===== config.mk =====
export PLATFORM = sky130hd
export DESIGN_NAME = therm_dec_8b
export DESIGN_NICKNAME = d
export VERILOG_FILES = /design/src/rtl/therm_dec_8b.sv
export SDC_FILE = /design/constraint.sdc
export NUM_CORES = 1
export LEC_CHECK = 0
export ABC_AREA = 1
export ABC_CLOCK_PERIOD_IN_PS = 1500
export CORE_MARGIN = 2
export CORE_UTILIZATION = 44
export CTS_CLUSTER_DIAMETER = 150
export DETAILED_ROUTE_END_ITERATION = 8
export GPL_ROUTABILITY_DRIVEN = 1
export PLACE_DENSITY = 0.76
export SLEW_MARGIN = 25
export SYNTH_ARGS = -nofsm -noshare
export SYNTH_HDL_FRONTEND = slang
export SYNTH_SLANG_ARGS = --single-unit
export TNS_END_PERCENT = 1

===== constraint.sdc =====
create_clock -name clk -period 1.5 [get_ports clk]
set_input_delay 0.225 -clock clk [delete_from_list [all_inputs] [get_ports clk]]
set_output_delay 0.225 -clock clk [all_outputs]
set_load 0.05 [all_outputs]

===== src/rtl/therm_dec_8b.sv =====
// ============================================================================
// Module   : therm_dec_8b
// Brief    : Active-low 8-level thermometer decoder that ramps one level per
//            enabled clock towards a captured target code, with ready/busy/
//            done handshake. Optional one-hot output via THERM_DEC_ONEHOT_EN.
// Revision : 1.0 - initial release
// ============================================================================
`default_nettype none

module therm_dec_8b (
    input  logic       clk,
    input  logic       rst_low,
    input  logic       En_low,
    input  logic [2:0] Y_low,
    input  logic       GS_low,
    output logic       Rdy_low,
    output logic [7:0] T_low,
    output logic       Done_low,
    output logic       Busy_low
`ifdef THERM_DEC_ONEHOT_EN
    ,
    output logic [7:0] O_low
`endif
);

    localparam logic [1:0] S_IDLE      = 2'd0;
    localparam logic [1:0] S_RAMP_UP   = 2'd1;
    localparam logic [1:0] S_RAMP_DOWN = 2'd2;
    localparam logic [2:0] C_LVL_MAX   = 3'd7;
    localparam logic [2:0] C_LVL_MIN   = 3'd0;

    logic [1:0] r_state;
    logic [1:0] w_state_nxt;
    logic [2:0] r_lvl;
    logic [2:0] w_lvl_nxt;
    logic [2:0] r_tgt;
    logic [2:0] w_tgt_nxt;
    logic       r_act;
    logic       w_act_nxt;
    logic       r_done;
    logic       w_done_set;

    logic       w_en;
    logic [2:0] w_code;
    logic [2:0] w_lvl_inc;
    logic [2:0] w_lvl_dec;
    logic       w_show;

    assign w_en      = ~En_low;
    assign w_code    = ~Y_low;
    assign w_lvl_inc = r_lvl + 3'd1;
    assign w_lvl_dec = r_lvl - 3'd1;

    always_comb begin
        w_state_nxt = r_state;
        w_lvl_nxt   = r_lvl;
        w_tgt_nxt   = r_tgt;
        w_act_nxt   = r_act;
        w_done_set  = 1'b0;
        if (w_en) begin
            case (r_state)
                S_IDLE: begin
                    if (!GS_low) begin
                        w_tgt_nxt = w_code;
                        w_act_nxt = 1'b1;
                        // Level is 0 before the first accept, so equality
                        // also covers the first-accept-of-zero case.
                        if (w_code == r_lvl) begin
                            w_done_set = 1'b1;
                        end else if (w_code > r_lvl) begin
                            w_state_nxt = S_RAMP_UP;
                        end else begin
                            w_state_nxt = S_RAMP_DOWN;
                        end
                    end
                end
                S_RAMP_UP: begin
                    if (r_lvl == C_LVL_MAX) begin
                        w_state_nxt = S_IDLE;
                    end else begin
                        w_lvl_nxt = w_lvl_inc;
                        if (w_lvl_inc == r_tgt) begin
                            w_state_nxt = S_IDLE;
                            w_done_set  = 1'b1;
                        end
                    end
                end
                S_RAMP_DOWN: begin
                    if (r_lvl == C_LVL_MIN) begin
                        w_state_nxt = S_IDLE;
                    end else begin
                        w_lvl_nxt = w_lvl_dec;
                        if (w_lvl_dec == r_tgt) begin
                            w_state_nxt = S_IDLE;
                            w_done_set  = 1'b1;
                        end
                    end
                end
                default: w_state_nxt = S_IDLE;
            endcase
        end
    end

    always_ff @(posedge clk or negedge rst_low) begin
        if (!rst_low) begin
            r_state <= S_IDLE;
            r_lvl   <= 3'd0;
            r_tgt   <= 3'd0;
            r_act   <= 1'b0;
            r_done  <= 1'b0;
        end else begin
            r_state <= w_state_nxt;
            r_lvl   <= w_lvl_nxt;
            r_tgt   <= w_tgt_nxt;
            r_act   <= w_act_nxt;
            // A pending pulse is held through disabled cycles and retires
            // only after it has been visible for one enabled cycle.
            r_done  <= w_done_set | (r_done & En_low);
        end
    end

    assign w_show   = r_act & w_en;
    assign Rdy_low  = ~((r_state == S_IDLE) & w_en);
    assign Busy_low = ~((r_state != S_IDLE) & w_en);
    assign Done_low = ~(r_done & w_en);

    for (genvar n = 0; n < 8; n++) begin : g_therm
        localparam logic [2:0] C_N = 3'(n);
        assign T_low[n] = ~(w_show & (C_N <= r_lvl));
    end

`ifdef THERM_DEC_ONEHOT_EN
    for (genvar n = 0; n < 8; n++) begin : g_onehot
        localparam logic [2:0] C_N = 3'(n);
        assign O_low[n] = ~(w_show & (C_N == r_lvl));
    end
`endif

endmodule

`default_nettype wire


# Word-level counts from Yosys, hierarchy flattened

Index checks and enable logic that the tools add are counted.

Register bits after elaboration: 10
Bits of input ports: 7
Output and inout port bits: 11
Word-level logic and storage cells: 82

Add/sub/neg operators: 2
Magnitude comparators: 9
Eq/ne operators: 12
Mux-type cells: 19
Bitwise operators: 28
Reductions and logical operators: 7

Operators with widths:

| cell                | number |
|---|---|
| $mux 2              | 7 |
| $and 1x1->1         | 13 |
| $not 1->1           | 13 |
| $le 3x3->1 const A  | 4 |
| $eq 3x3->1          | 3 |
| $ne 2x2->1 const B  | 4 |
| $mux 1              | 7 |
| $le 1x3->1 const A  | 2 |
| $le 2x3->1 const A  | 2 |
| $mux 3              | 2 |
| $ne 3x3->1 const B  | 2 |
| $pmux 2 s3          | 1 |
| $pmux 3 s2          | 1 |
| $reduce_and 5->1    | 1 |
| $reduce_and 4->1    | 1 |
| $reduce_bool 2->1   | 2 |
| $add 3x1->3 const B | 1 |
| $eq 3x3->1 const B  | 1 |
| $gt 3x3->1          | 1 |
| $logic_not 3->1     | 1 |
| $not 3->3           | 1 |
| $pmux 1 s3          | 1 |
| $reduce_and 3->1    | 1 |
| $sub 3x1->3 const B | 1 |
| 4 further kinds     | 4 |

# Longest topological paths before layout

Gate-level depths: netlist of run 1.

Word-level depth: 7
Depth in mapped cells: 12
Depth with buffers taken out: 12

# Worst setup path after synthesis of run 1

Ideal clock, no wire load.

Kind: register -> output
Start point: reg r_lvl[0]
End point: out T_low[2]
Arrival time: 1.973 ns
Setup slack: -0.698 ns
Stages on the path, launching flop included: 5
Path buffers: 0
Cells stage by stage: dfrtp_1 -> inv_2 -> ha_1 -> o21bai_1 -> o21ai_0

Word-level cells in the longest chain between the ends: 3

RTL lines:

| what                   | line | RTL |
|---|---|---|
| start, declared        | 34   | `logic [2:0] r_lvl;` |
| start signal, assigned | 113  | `r_lvl <= w_lvl_nxt;` |
| $le 2x3->1             | 129  | `assign T_low[n] = ~(w_show & (C_N <= r_lvl));` |
| $and 1x1->1            | 129  |  |
| $not 1->1              | 129  |  |
| end, declared          | 17   | `output logic [7:0] T_low,` |

No other way between the ends.

# Final worst setup path of run 1

Start point: reg r_lvl[0]
End point: out T_low[1]

Word-level cells in the longest chain between the ends: 3

RTL lines:

| what        | line |
|---|---|
| $le 1x3->1  | 129 |
| $and 1x1->1 | 129 |
| $not 1->1   | 129 |

No other way between the ends.

==> results.sh, run 1 <==
export IMPL_outcome="finished with violations"
export IMPL_violations="negative setup slack"
export IMPL_cts_sinks=10
export IMPL_clkLatencyLatePin_ns=0.27
export IMPL_layout_cells_non_filler=186
export IMPL_syn_to_final_growth_pct=62.9
export IMPL_gp_congestion=0.886
export IMPL_worstPathArrival_ns=1.53
export IMPL_worst_pin_slew_ns=0.506
export IMPL_htree_levels=1
export IMPL_antenna_found_initial=0
export IMPL_rows=15
export IMPL_synth_edff_count=0
export IMPL_cp_end_kind="output pin"
export IMPL_hold_viol_final=0
export IMPL_ir_worst_vdd_uv=1450
export IMPL_drt_iter0_drc=24
export IMPL_via_per_inst=5.39
export IMPL_fp_coreArea_mm2=0.00176
export IMPL_grt_pass1_wl_um=3600
export IMPL_syn_area_um2=843
export IMPL_ios=18
export IMPL_final_area_mm2=0.00137
export IMPL_diodes=0
export IMPL_ys_seq_area_share_pct=29.7
export IMPL_path_class="register to output pin"
export IMPL_fin_ws_ns=-0.251
export IMPL_path_delay_family="buffers and inverters"
export IMPL_max_cap_violations=0
export IMPL_ctsHoldBuffers=0
export IMPL_worstPathCellList="buf_6 -> inv_4 -> buf_6 -> buf_4 -> nand3_1 -> o21ai_1 -> buf_6"
export IMPL_dp_hpwl_um=1650
export IMPL_seqCellArea_um2=251
export IMPL_final_cell_mix="39 x nand2_1, 17 x buf_4, 10 x inv_1"
export IMPL_finalPower_mw=3.25
export IMPL_dp_cells=181
export IMPL_fmax_mhz=571
export IMPL_syn_num_nets=138
export IMPL_die_w_um=47.8
export IMPL_port_buffers=17
export IMPL_fin_nets=179
export IMPL_cts_tree="yes"
export IMPL_crit_top_cell="buf_6"
export IMPL_die_h_um=47.8
export IMPL_drt_total_wl_um=2580
export IMPL_drtPass1Iterations=4
export IMPL_syn_inst=122
export IMPL_period_needed_ns=1.75
export IMPL_clk_path_buf_depth=2
export IMPL_ys_ff_latch=10
export IMPL_drc=0
export IMPL_root_buffer="clkbuf_4"
export IMPL_synthFlopType="dfrtp_1"
export IMPL_async_flop_share_pct=100
export IMPL_clk_pin_slew_ns=0.08
export IMPL_setup_viol=11
export IMPL_grt_start_max_net_pins=11
export IMPL_rsz0062_at_grt="true"
export IMPL_multiInputGateArea_um2=622
export IMPL_path_max_fanout=5
export IMPL_layout_commonest_cell="nand2_1"
export IMPL_synth_area_per_cell_um2=6.91
export IMPL_reg2reg_from="r_lvl[0]$_DFFE_PN0P_"
export IMPL_drive_above_1_share_pct=40.4
export IMPL_power_density_mw_per_mm2=2370
export IMPL_cp_buffers_inverters=5
export IMPL_slew_violations=0
export IMPL_track_usage_pct=22.6
export IMPL_wl_per_cell_um=13.8
export IMPL_place_area_mm2=0.00121
export IMPL_p_leak_nw=0.687
export IMPL_critPathMaxStageDelay_ns=0.40
export IMPL_cts_buffers=3
export IMPL_hold_path_class="primary input to async pin"
export IMPL_critPathLaunch="r_lvl[0]$_DFFE_PN0P_"
export IMPL_routed_via_count=1003
export IMPL_die_area_mm2=0.00228
export IMPL_finalCritPeriodShare_pct=117
export IMPL_synth_warnings=0
export IMPL_relSlewSlack_pct=66.2
export IMPL_ant_nets=0
export IMPL_start_util_pct=47.8
export IMPL_num_fill_cells=130
export IMPL_grt_pass1_vias=858
export IMPL_grt_ovfl_total=0
export IMPL_ys_types=20
export IMPL_critPathLaunchType="register"
export IMPL_skew_ns=0.0112
export IMPL_slowest_stage="dfrtp_1"
export IMPL_worstPathRequired_ns=1.27
-- flip-flops by register name (all words and copies together) (netlist names), named ones only --
signal and flops:
r_state 2, r_lvl 3, r_act 1, r_tgt 3
-- per-layer routing --
layer  GRT usage (%)  routed length, µm  vias to the layer above
met5               0                  0                        -
met4            7.57                153                        0
met3            3.40                138                       16
met2            37.1               1280                       56
met1            30.2               1000                      465
li1                -                  -                      466
-- cell families after synthesis --
logic type               count (synthesis)  synth area share, %
AND/OR/NAND/NOR                         65                 33.5
XOR/XNOR                                 2                 2.08
AO/OA/AOI/OAI                           18                 13.4
flip-flops                              10                 29.7
adder cells (fa/ha/maj)                  9                 13.4
buffers and inverters                   18                 8.01
-- what timing repair did --
| item | 4_1_cts | 5_1_grt |
|---|---|---|
| cloned | 0 | 0 |
| resized for setup | 18 | 16 |
| pin swaps | 3 | 4 |
| buffers inserted | 2 | 0 |
| setup endpoints to repair | 14 | 16 |
-- final cells by class --
class                           instances  share of cell area [%]
Inverter                               18                    5.10
Clock buffer                            3                    1.64
Timing Repair Buffer                   36                    27.4
Tap cell                               25                    2.28
Sequential cell                        10                    18.3
Multi-Input combinational cell         94                    45.3
-- Yosys cell counts, types with 2 or more instances --
master   number  area [µm²]
inv_2         3        11.3
inv_1        15        56.3
dfrtp_1      10         250
nand2_2       5        31.3
xor2_1        2        17.5
nand3_1       8        40.0
nand2_1      43         161
o21ai_0       9        45.0
ha_1          9         113
nor2_1        6        22.5
a21oi_1       3        15.0
-- report_power, final --
group          leakage, nW  switching (mW)  total, mW  internal, mW
Sequential           0.119           0.116      0.501         0.385
Clock               0.0138          0.0983      0.191        0.0926
Combinational        0.555            1.49       2.56          1.06
Total                0.687            1.71       3.25          1.54
-- worst reg2reg max path: cells and delay by family, from the launching register on --
| family | cells | cell delay (ns) |
|---|---|---|
| adders and majority gates | 1 | 0.16 |
| and+or+nand+nor | 8 | 0.73 |
| DFF | 1 | 0.37 |
| buffers and inverters | 4 | 0.40 |
-- final timing paths --
path | end | slack [ns] | cells past startpoint
max in group asynchronous | r_state[1]$_DFFE_PN0P_ | 0.85 | 1
setup / recovery | T_low[1] | -0.25 | 7
min in group clk | r_act$_DFFE_PN0P_ | 0.47 | 2
hold / removal | r_state[0]$_DFFE_PN0P_ | 0.29 | 1
hold reg to reg | r_act$_DFFE_PN0P_ | 0.47 | 2
setup reg to reg | r_state[0]$_DFFE_PN0P_ | -0.24 | 13
-- through the flow --
step           hold WS, ns  util [%]  worst slack, ns  TNS, ns
2_1_floorplan      -0.0706         -           -0.227    -1.02
3_3_place_gp         0.449      68.7           -0.209   -0.935
3_5_place_dp         0.455      68.7           -0.277    -1.14
4_1_cts              0.305      74.7           -0.256    -1.81
5_1_grt              0.330      77.9           -0.331    -3.05
6_report             0.289      77.9           -0.251    -2.01
(Power assumes the default switching activity.)
==> run 2: changes to the inputs <==
--- a/config.mk
+++ b/config.mk
@@ -8,11 +8,11 @@
 export ABC_AREA = 1
 export ABC_CLOCK_PERIOD_IN_PS = 1500
 export CORE_MARGIN = 2
-export CORE_UTILIZATION = 44
+export CORE_UTILIZATION = 40
 export CTS_CLUSTER_DIAMETER = 150
 export DETAILED_ROUTE_END_ITERATION = 8
 export GPL_ROUTABILITY_DRIVEN = 1
-export PLACE_DENSITY = 0.76
+export PLACE_DENSITY = 0.68
 export SLEW_MARGIN = 25
 export SYNTH_ARGS = -nofsm -noshare
 export SYNTH_HDL_FRONTEND = slang
==> results.sh, run 2 (synthesized netlist as in run 1, its figures left out) <==
export IMPL_via_per_inst=4.88
export IMPL_syn_to_final_growth_pct=64.8
export IMPL_ctsHoldBuffers=0
export IMPL_r2r_cells=12
export IMPL_rows=16
export IMPL_rsz0062_at_grt="true"
export IMPL_ant_nets=0
export IMPL_p_leak_nw=0.688
export IMPL_antenna_found_initial=0
export IMPL_preCtsSetupSlack_ns=-0.270
export IMPL_cp_end_kind="output pin"
export IMPL_die_area_mm2=0.00249
export IMPL_worstPathRequired_ns=1.27
export IMPL_die_h_um=49.9
export IMPL_fin_ws_ns=-0.257
export IMPL_power_density_mw_per_mm2=2250
export IMPL_die_w_um=49.9
export IMPL_grt_start_max_net_pins=11
export IMPL_hold_ws_ns=0.286
export IMPL_grt_pass1_vias=907
export IMPL_top_regs="r_lvl (3), r_tgt (3), r_state (2)"
export IMPL_grt_ovfl_total=0
export IMPL_ios=18
export IMPL_start_util_pct=42.6
export IMPL_reg2reg_from="r_lvl[0]$_DFFE_PN0P_"
export IMPL_place_area_mm2=0.00121
export IMPL_cts_buffers=3
export IMPL_root_buffer="clkbuf_4"
export IMPL_outcome="finished with violations"
export IMPL_seqCellArea_um2=251
export IMPL_wl_per_cell_um=13.3
export IMPL_grt_pass1_wl_um=4060
export IMPL_drc=0
export IMPL_path_class="register to output pin"
export IMPL_hold_path_class="primary input to async pin"
export IMPL_skew_ns=0.00111
export IMPL_fmax_mhz=569
export IMPL_hold_viol_final=0
export IMPL_crit_end="T_low[2]"
export IMPL_critPathLaunch="r_lvl[0]$_DFFE_PN0P_"
export IMPL_finalPower_mw=3.13
export IMPL_cts_tree="yes"
export IMPL_drive_above_1_share_pct=41.3
export IMPL_critPathLaunchType="register"
export IMPL_rrSetupSlack_ns=-0.20
export IMPL_fp_coreArea_mm2=0.00198
export IMPL_htree_levels=1
export IMPL_reg2reg_to="r_state[1]$_DFFE_PN0P_"
export IMPL_period_needed_ns=1.76
export IMPL_num_fill_cells=148
export IMPL_max_cap_violations=0
export IMPL_violations="negative setup slack"
export IMPL_slew_violations=0
export IMPL_clk_pin_slew_ns=0.07
export IMPL_path_max_fanout=3
export IMPL_dp_hpwl_um=1740
export IMPL_worst_pin_slew_ns=0.500
export IMPL_totalNegativeSetupSlack_ns=-1.85
export IMPL_drt_total_wl_um=2480
export IMPL_clk_path_buf_depth=2
export IMPL_finalCritPeriodShare_pct=117
export IMPL_final_area_mm2=0.00139
export IMPL_port_buffers=17
export IMPL_multiInputGateArea_um2=643
export IMPL_setup_viol=10
export IMPL_layout_commonest_cell="nand2_1"
export IMPL_diodes=0
export IMPL_relSlewSlack_pct=66.6
export IMPL_fin_nets=178
export IMPL_final_cell_mix="40 x nand2_1, 16 x buf_4, 13 x inv_1"
export IMPL_worstPathArrival_ns=1.53
export IMPL_cts_sinks=10
export IMPL_track_usage_pct=21.7
export IMPL_drt_iter0_drc=24
export IMPL_clkLatencyLatePin_ns=0.27
export IMPL_routed_via_count=913
export IMPL_drtPass1Iterations=4
export IMPL_gp_congestion=0.799
export IMPL_ir_worst_vdd_uv=1440
[run 2: changes by cell type in the layout (fill, tap and decap cells not counted), sizes merged]
cell and change:
buf -1
[run 2: critical path, cell delays in order, from the launching register on]
cell,delay (ns)
dfrtp_1,0.37
buf_6,0.12
inv_4,0.03
buf_6,0.11
ha_4,0.14
o21bai_4,0.17
o21ai_2,0.17
buf_12,0.16
[run 2: what timing repair did]
| action | CTS | global route |
|---|---|---|
| setup buffers | 2 | 0 |
| pin swaps | 5 | 4 |
| gates resized for setup | 22 | 15 |
| endpoints found under the setup margin | 11 | 15 |
[run 2: how the worst min path moves through the flow]
stage	slack [ns]	start	depth (start not counted)	endpoint
finish	0.29	rst_low	1	r_tgt[2]$_DFFE_PN0P_
floorplan	-0.07	rst_low	0	async pin
detailed placement	0.46	r_act$_DFFE_PN0P_	2	r_act$_DFFE_PN0P_
global route	0.33	rst_low	1	r_tgt[0]$_DFFE_PN0P_
CTS	0.30	rst_low	1	r_tgt[2]$_DFFE_PN0P_
global placement	0.45	r_act$_DFFE_PN0P_	2	r_act$_DFFE_PN0P_
[run 2: stage by stage]
step           utilization, %  std cells
3_3_place_gp             60.9        182
4_1_cts                  67.6        187
3_5_place_dp             60.9        182
5_1_grt                  70.1        187
2_1_floorplan               -        122
6_report                 70.1        187
[run 2: area by class of cell]
| type | count | share of cell area [%] |
|---|---|---|
| Tap cell | 27 | 2.43 |
| Multi-Input combinational cell | 94 | 46.3 |
| Sequential cell | 10 | 18.1 |
| Clock buffer | 3 | 1.62 |
| Inverter | 18 | 5.04 |
| Timing Repair Buffer | 35 | 26.6 |
[run 2: where the power goes]
group,internal [mW],leakage (nW),switching [mW]
Sequential,0.385,0.119,0.110
Clock,0.0930,0.0138,0.0997
Combinational,1.03,0.555,1.42
Total,1.51,0.688,1.63
[run 2: layer usage]
metal | wire (µm) | part of all wire [%] | up-vias | global-route usage, %
li1 | - | - | 469 | -
met1 | 1130 | 45 | 421 | 29.4
met2 | 1250 | 50 | 14 | 36.2
met3 | 42 | 1.7 | 9 | 1.82
met4 | 59 | 2.4 | 0 | 7.41
met5 | 0 | 0 | - | 0
